==> src/rtl/datapath_pkg.sv <==
// datapath_pkg: shared widths and bus-source encoding for the datapath
package datapath_pkg;
    localparam int DATA_W    = 8;
    localparam int ADDR_W    = 4;
    localparam int RAM_DEPTH = 16;
    typedef enum logic [2:0] {
        SRC_NONE, SRC_PC, SRC_A, SRC_B, SRC_IR, SRC_RAM, SRC_ALU, SRC_CONFLICT
    } bus_src_t;
endpackage

==> src/rtl/datapath_alu.sv <==
// datapath_alu: combinational 9-bit add/subtract with carry and zero flags
// Ports: i_a, i_b operands; i_sub selects A + ~B + 1; o_sum 9-bit result; o_carry = o_sum[8]; o_zero = (o_sum[7:0] == 0)
module datapath_alu
    import datapath_pkg::*;
(
    input  logic [DATA_W-1:0] i_a,
    input  logic [DATA_W-1:0] i_b,
    input  logic              i_sub,
    output logic [DATA_W:0]   o_sum,
    output logic              o_carry,
    output logic              o_zero
);
    always_comb begin
        o_sum   = {1'b0, i_a} + {1'b0, i_sub ? ~i_b : i_b} + (DATA_W+1)'(i_sub);
        o_carry = o_sum[DATA_W];
        o_zero  = o_sum[DATA_W-1:0] == '0;
    end
endmodule

==> src/rtl/datapath.sv <==
// datapath: SAP-style 8-bit datapath with shared bus, PC, A/B, IR, MAR, 16x8 RAM and output register
// Ports: clk, rst (sync, active-high), clk_halt freeze; bus driver/reader controls; load_* RAM program port (rst only);
//        instruction = IR[7:4]; alu_carry/alu_zero latched flags; bus_value/bus_conflict live bus; out_value/out_valid display
module datapath
    import datapath_pkg::*;
(
    input  logic              clk,
    input  logic              rst,
    input  logic              clk_halt,
    input  logic              pc_inc,
    input  logic              pc_jump,
    input  logic              pc_out,
    input  logic              a_reg_read_from_bus,
    input  logic              a_reg_write_to_bus,
    input  logic              b_reg_read_from_bus,
    input  logic              b_reg_write_to_bus,
    input  logic              i_reg_read_from_bus,
    input  logic              i_reg_write_to_bus,
    input  logic              mar_read_from_bus,
    input  logic              ram_read_from_bus,
    input  logic              ram_write_to_bus,
    input  logic              alu_out,
    input  logic              alu_subtract,
    input  logic              alu_flags_in,
    input  logic              out_en,
    input  logic [ADDR_W-1:0] load_addr,
    input  logic [DATA_W-1:0] load_data,
    input  logic              load_we,
    output logic [3:0]        instruction,
    output logic              alu_carry,
    output logic              alu_zero,
    output logic [DATA_W-1:0] bus_value,
    output logic              bus_conflict,
    output logic [DATA_W-1:0] out_value,
    output logic              out_valid
);
    logic [ADDR_W-1:0] r_pc, r_mar;
    logic [DATA_W-1:0] r_a, r_b, r_ir, r_out;
    logic              r_carry, r_zero, r_valid;
    logic [DATA_W-1:0] r_ram [RAM_DEPTH];
    logic [2:0]        w_cnt;
    bus_src_t          w_src;
    logic [DATA_W:0]   w_sum;
    logic              w_c, w_z, w_upd;

    datapath_alu u_alu (.i_a(r_a), .i_b(r_b), .i_sub(alu_subtract), .o_sum(w_sum), .o_carry(w_c), .o_zero(w_z));

    always_comb begin
        w_cnt = 3'(pc_out) + 3'(a_reg_write_to_bus) + 3'(b_reg_write_to_bus)
              + 3'(i_reg_write_to_bus) + 3'(ram_write_to_bus) + 3'(alu_out);
        w_src = w_cnt > 3'd1        ? SRC_CONFLICT :
                pc_out              ? SRC_PC  :
                a_reg_write_to_bus  ? SRC_A   :
                b_reg_write_to_bus  ? SRC_B   :
                i_reg_write_to_bus  ? SRC_IR  :
                ram_write_to_bus    ? SRC_RAM :
                alu_out             ? SRC_ALU : SRC_NONE;
        bus_value = w_src == SRC_PC  ? {4'h0, r_pc} :
                    w_src == SRC_A   ? r_a :
                    w_src == SRC_B   ? r_b :
                    w_src == SRC_IR  ? {4'h0, r_ir[3:0]} :
                    w_src == SRC_RAM ? r_ram[r_mar] :
                    w_src == SRC_ALU ? w_sum[DATA_W-1:0] : '0;
        bus_conflict = w_src == SRC_CONFLICT;
        // any edge that is neither halted nor in bus conflict may commit state
        w_upd = !clk_halt && !bus_conflict;
    end

    always_ff @(posedge clk) begin
        if (rst) begin
            r_pc    <= '0;
            r_mar   <= '0;
            r_a     <= '0;
            r_b     <= '0;
            r_ir    <= '0;
            r_out   <= '0;
            r_carry <= 1'b0;
            r_zero  <= 1'b0;
            r_valid <= 1'b0;
        end else begin
            r_valid <= w_upd && out_en;
            if (w_upd) begin
                r_pc <= pc_jump ? bus_value[ADDR_W-1:0] : pc_inc ? r_pc + 1'b1 : r_pc;
                if (mar_read_from_bus)   r_mar <= bus_value[ADDR_W-1:0];
                if (a_reg_read_from_bus) r_a   <= bus_value;
                if (b_reg_read_from_bus) r_b   <= bus_value;
                if (i_reg_read_from_bus) r_ir  <= bus_value;
                if (out_en)              r_out <= bus_value;
                if (alu_flags_in) begin
                    r_carry <= w_c;
                    r_zero  <= w_z;
                end
            end
        end
    end

    // RAM is never cleared; during rst only the load port may write it
    always_ff @(posedge clk) begin
        if (rst) begin
            if (load_we) r_ram[load_addr] <= load_data;
        end else if (w_upd && ram_read_from_bus) begin
            r_ram[r_mar] <= bus_value;
        end
    end

    assign instruction = r_ir[7:4];
    assign alu_carry   = r_carry;
    assign alu_zero    = r_zero;
    assign out_value   = r_out;
    assign out_valid   = r_valid;
endmodule

==> config.mk <==
export PLATFORM = sky130hd
export DESIGN_NAME = datapath
export DESIGN_NICKNAME = d
export VERILOG_FILES = /design/src/rtl/datapath_pkg.sv /design/src/rtl/datapath_alu.sv /design/src/rtl/datapath.sv
export SDC_FILE = /design/constraint.sdc
export NUM_CORES = 1
export LEC_CHECK = 0
export ABC_AREA = 1
export CELL_PAD_IN_SITES_DETAIL_PLACEMENT = 1
export CELL_PAD_IN_SITES_GLOBAL_PLACEMENT = 1
export CORE_MARGIN = 10
export CORE_UTILIZATION = 47
export CTS_BUF_LIST = sky130_fd_sc_hd__clkbuf_8
export CTS_CLUSTER_SIZE = 16
export DETAILED_ROUTE_END_ITERATION = 6
export DONT_BUFFER_PORTS = 1
export GPL_TIMING_DRIVEN = 0
export HOLD_SLACK_MARGIN = 0.02
export PLACE_DENSITY_LB_ADDON = 0.08
export SETUP_SLACK_MARGIN = 0.15
export SLEW_MARGIN = 5
export SYNTH_ARGS = -nofsm -noshare
export SYNTH_HDL_FRONTEND = slang
export SYNTH_SLANG_ARGS = --single-unit
==> constraint.sdc <==
create_clock -name clk -period 4.6 [get_ports clk]
set_clock_uncertainty 0.15 [all_clocks]
set_input_delay 0.92 -clock clk [delete_from_list [all_inputs] [get_ports clk]]
set_output_delay 0.92 -clock clk [all_outputs]
set_load 0.005 [all_outputs]
==> reports/qor.txt <==
DETAILED ROUTING
----------------------------------------------------------------------------------------
Vias per cell                                                                       5.55
Number of search-and-repair iterations in the first detailed-routing pass              5
Total DRC errors in the routed layout                                                  0
Routed length per placed instance                                                22.4 um
Routed Antenna Nets                                                                    0
Total wirelength of the detailed-routed design                                   25.6 mm
Total via count after detailed routing                                              6333
DRC marker count from the first detailed-route iteration                             325

TIMING
----------------------------------------------------------------------------------------
Final Cycle Share                                                                   104%
Slew margin rel.                                                                   42.9%
Crit path setup slack, layout                                                  -0.180 ns
Time the final worst path needs with I/O delays and setup                        4.78 ns
Setup repair after global routing missed its margin                                  yes
Fmax                                                                           0.209 GHz
Max-slew violation count                                                               0
Final setup violation count                                                            8
Final Hold Vio Count                                                                   0
Final total negative setup slack                                               -0.934 ns
Slew at the pin closest to its max-slew limit                                   0.854 ns

CTS
----------------------------------------------------------------------------------------
Later-pin clock latency in the skew report                                       0.47 ns
Root buf cell                                                               sky130_fd_sc_hd__clkbuf_8
Total clock buffers created by CTS                                                    17
Clock slew seen by the registers of the worst setup and hold paths               0.08 ns
TritonCTS clock tree                                                                 yes
Maximum buffer depth of the clock tree                                                 2
Number of H-tree levels                                                                4
Clock Sinks                                                                          175

CRITICAL PATH
----------------------------------------------------------------------------------------
Endpoint class of the critical path                                          output port
Crit path required time                                                          3.53 ns
Critical Setup Path Class                                                      in -> out
Biggest fanout along the worst timing path                                             8
Maximum cell stage delay along the critical path                                 0.52 ns
R2R depth                                                                             13
Library cell contributing the largest single delay on the critical path     sky130_fd_sc_hd__fa_1
Top delay family on crit path                                                adder cells
Critical path depth                                                                   13
Crit path arrival time                                                           3.71 ns
List of cells traversed by the critical path                                fa_1, inv_1, fa_1, nor2_2, fa_1, nor2_4, nand2_4, nor3_4, inv_2, o21ai_2, nor2_1, nand2_1, nand3_4
Cell repeated most along the worst path                                     sky130_fd_sc_hd__fa_1
Critical path launch point type                                                input pin
Combined buffer and inverter count along the critical path                             2

SYNTHESIS
----------------------------------------------------------------------------------------
Most area-consuming cells after synthesis                                   sky130_fd_sc_hd__edfxtp_1, sky130_fd_sc_hd__dfxtp_1, sky130_fd_sc_hd__nand2_1, sky130_fd_sc_hd__nand3_1, sky130_fd_sc_hd__nor2_1
Cell Area, Synth                                                            0.00824 mm^2
Library cells used by synthesis                                                       42
Count of synthesis-stage warnings from yosys                                           0
Cells after synthesis                                                                859
Synthesis-stage register bit count                                                   175
Post-synthesis sequential area ratio                                               58.0%
Average cell area after synthesis                                              9.60 um^2
Top-area cell type share of the netlist area                                       46.6%
Synthesized netlist net count                                                        903
Biggest area consumer among synthesized cells                               sky130_fd_sc_hd__edfxtp_1

GLOBAL ROUTE
----------------------------------------------------------------------------------------
Initial antenna violation count                                                        1
Overall fraction of global-route tracks in use                                     21.5%
Global-route wire length before repair                                           39.0 mm
Via count of the first global-routing pass                                          6728
GRT overflow                                                                           0
Maximum number of pins on one net before global-route repair                          17

FLOORPLAN
----------------------------------------------------------------------------------------
Site Rows                                                                             48
Die area                                                                     0.0232 mm^2
Y dimension of the die                                                            152 um
Placeable core region                                                        0.0172 mm^2
IO Count                                                                              56
Horizontal die dimension                                                          152 um
Initial Utilization                                                                47.8%

RUN
----------------------------------------------------------------------------------------
Max-capacitance violation count                                                        0

PWR
----------------------------------------------------------------------------------------
Power density normalized to cell area                                        386 mW/mm^2
Worst-case vdd ir drop                                                        0.000183 V
Leakage power figure                                                             3.92 nW
Post-route total power                                                           3.72 mW

OUTCOME
----------------------------------------------------------------------------------------
Violated checks                                                             negative setup slack
Outcome                                                                     finished, violations left

FINISH
----------------------------------------------------------------------------------------
Layout net count                                                                     947
Final Instance Count excl. Fillers                                                  1142
FILL cells                                                                          1915
Layout area overhead                                                               16.9%
Share of layout cells above drive strength 1                                       18.3%

PLACED DESIGN
----------------------------------------------------------------------------------------
Cell count after placement                                                          1084
Half-perimeter wire length after detailed placement                              17.6 mm
Minimum setup slack after placement                                            -0.730 ns
PortBufs                                                                               0
Final estimated routing congestion in global placement                             0.911

HOLD PATH
----------------------------------------------------------------------------------------
Type of the worst min-delay path                                              reg -> reg
Cell depth of the worst min-delay path                                                 2

[cells by family after synthesis]
group           Yosys count  synth area share [%]
fa+ha+maj                12                  2.19
simple gates            372                  20.6
compound gates          154                  10.6
buf+inv                 132                  7.09
xor+xnor                 14                  1.49
flops                   175                  58.0
[per-stage QoR]
stage                     hold WS [ns]  utilization (%)  cell area [um^2]
after floorplan                  0.311                -              8260
after global routing             0.383             55.9              9640
final                            0.353             55.9              9640
after detailed placement         0.340             49.6              8550
after global placement           0.338             49.5              8540
after CTS                        0.359             54.3              9360
[final cells by class]
| cell class | instances | area (um^2) | share of cell area (%) |
|---|---|---|---|
| antenna | 1 | 2.50 | 0.0260 |
| buffer | 36 | 224 | 2.32 |
| clock buffer | 17 | 234 | 2.43 |
| clock inverter | 15 | 203 | 2.10 |
| inverter | 96 | 363 | 3.76 |
| multi-input combinational | 552 | 3180 | 33.0 |
| sequential | 175 | 4780 | 49.6 |
| tap | 225 | 282 | 2.92 |
| timing repair buffer | 25 | 367 | 3.80 |
[cells in the final DEF (no fill, tap or decap), types with 18 or more instances in the layout]
| master | n |
|---|---|
| sky130_fd_sc_hd__o21ai_1 | 21 |
| sky130_fd_sc_hd__buf_4 | 20 |
| sky130_fd_sc_hd__nor2_4 | 21 |
| sky130_fd_sc_hd__a21oi_1 | 28 |
| sky130_fd_sc_hd__nand2_1 | 172 |
| sky130_fd_sc_hd__nand3_1 | 68 |
| sky130_fd_sc_hd__edfxtp_1 | 128 |
| sky130_fd_sc_hd__dfxtp_1 | 47 |
| sky130_fd_sc_hd__nor2_1 | 65 |
| sky130_fd_sc_hd__o21ai_0 | 57 |
| sky130_fd_sc_hd__o21bai_1 | 18 |
| sky130_fd_sc_hd__inv_1 | 84 |
[sequential cells by signal (all words and copies together), names as in the netlist, named ones only]
| signal | flops |
|---|---|
| r_a | 8 |
| alu_zero | 1 |
| r_ram | 128 |
| r_mar | 4 |
| r_b | 8 |
| r_ir | 8 |
| alu_carry | 1 |
| out_valid | 1 |
| out_value | 8 |
| r_pc | 4 |
[where the power goes]
part	leakage (nW)	internal, mW	switching, mW
combinational	2.16	0.235	0.510
sequential	1.54	1.75	0.0336
clock	0.224	0.635	0.551
total	3.92	2.62	1.09
[worst paths after layout]
check	slack, ns	startpoint	endpoint
setup / recovery	-0.18	pc_out	bus_value[0]
hold / removal	0.35	alu_zero	alu_zero
setup reg to reg	1.39	r_b[0]	r_ram[11][4]
hold reg to reg	0.35	alu_zero	alu_zero
[repair_timing]
action,4_1_cts,5_1_grt
resized for setup,52,20
buffers inserted,11,14
endpoints found under the setup margin,168,184
pin swaps,19,22
hold buffers,0,0
[routing by layer]
metal	vias to the layer above	track usage [%]	share of wire [%]
li1	2985	-	-
met1	3139	23.7	40
met2	168	39.7	53
met3	41	5.48	5.0
met4	0	6.13	1.8
met5	-	0	0
[synthesized netlist by cell type, drive strengths merged]
cell and count:
o21a 1, a31oi 7, or2 1, clkbuf 5, nand2 185, ha 8, nand4 8, o211ai 3
a221oi 1, inv 96, nor3 3, dfxtp 47, o21ai 87, o22ai 4, fa 4, o31ai 1
o221ai 1, edfxtp 128, buf 31, nor2 91, a21oi 30, nand3b 1, o21bai 18, nand3 83
xor2 11, xnor2 3, a211oi 1
[worst reg2reg max path: cells and delay by family (launching register included)]
| kind | cells | cell delay [ns] |
|---|---|---|
| compound gates | 3 | 0.53 |
| xor+xnor | 1 | 0.23 |
| fa+ha+maj | 1 | 0.44 |
| buf+inv | 2 | 0.17 |
| flops | 1 | 0.48 |
| simple gates | 6 | 0.81 |
(Power assumes the default switching activity.)
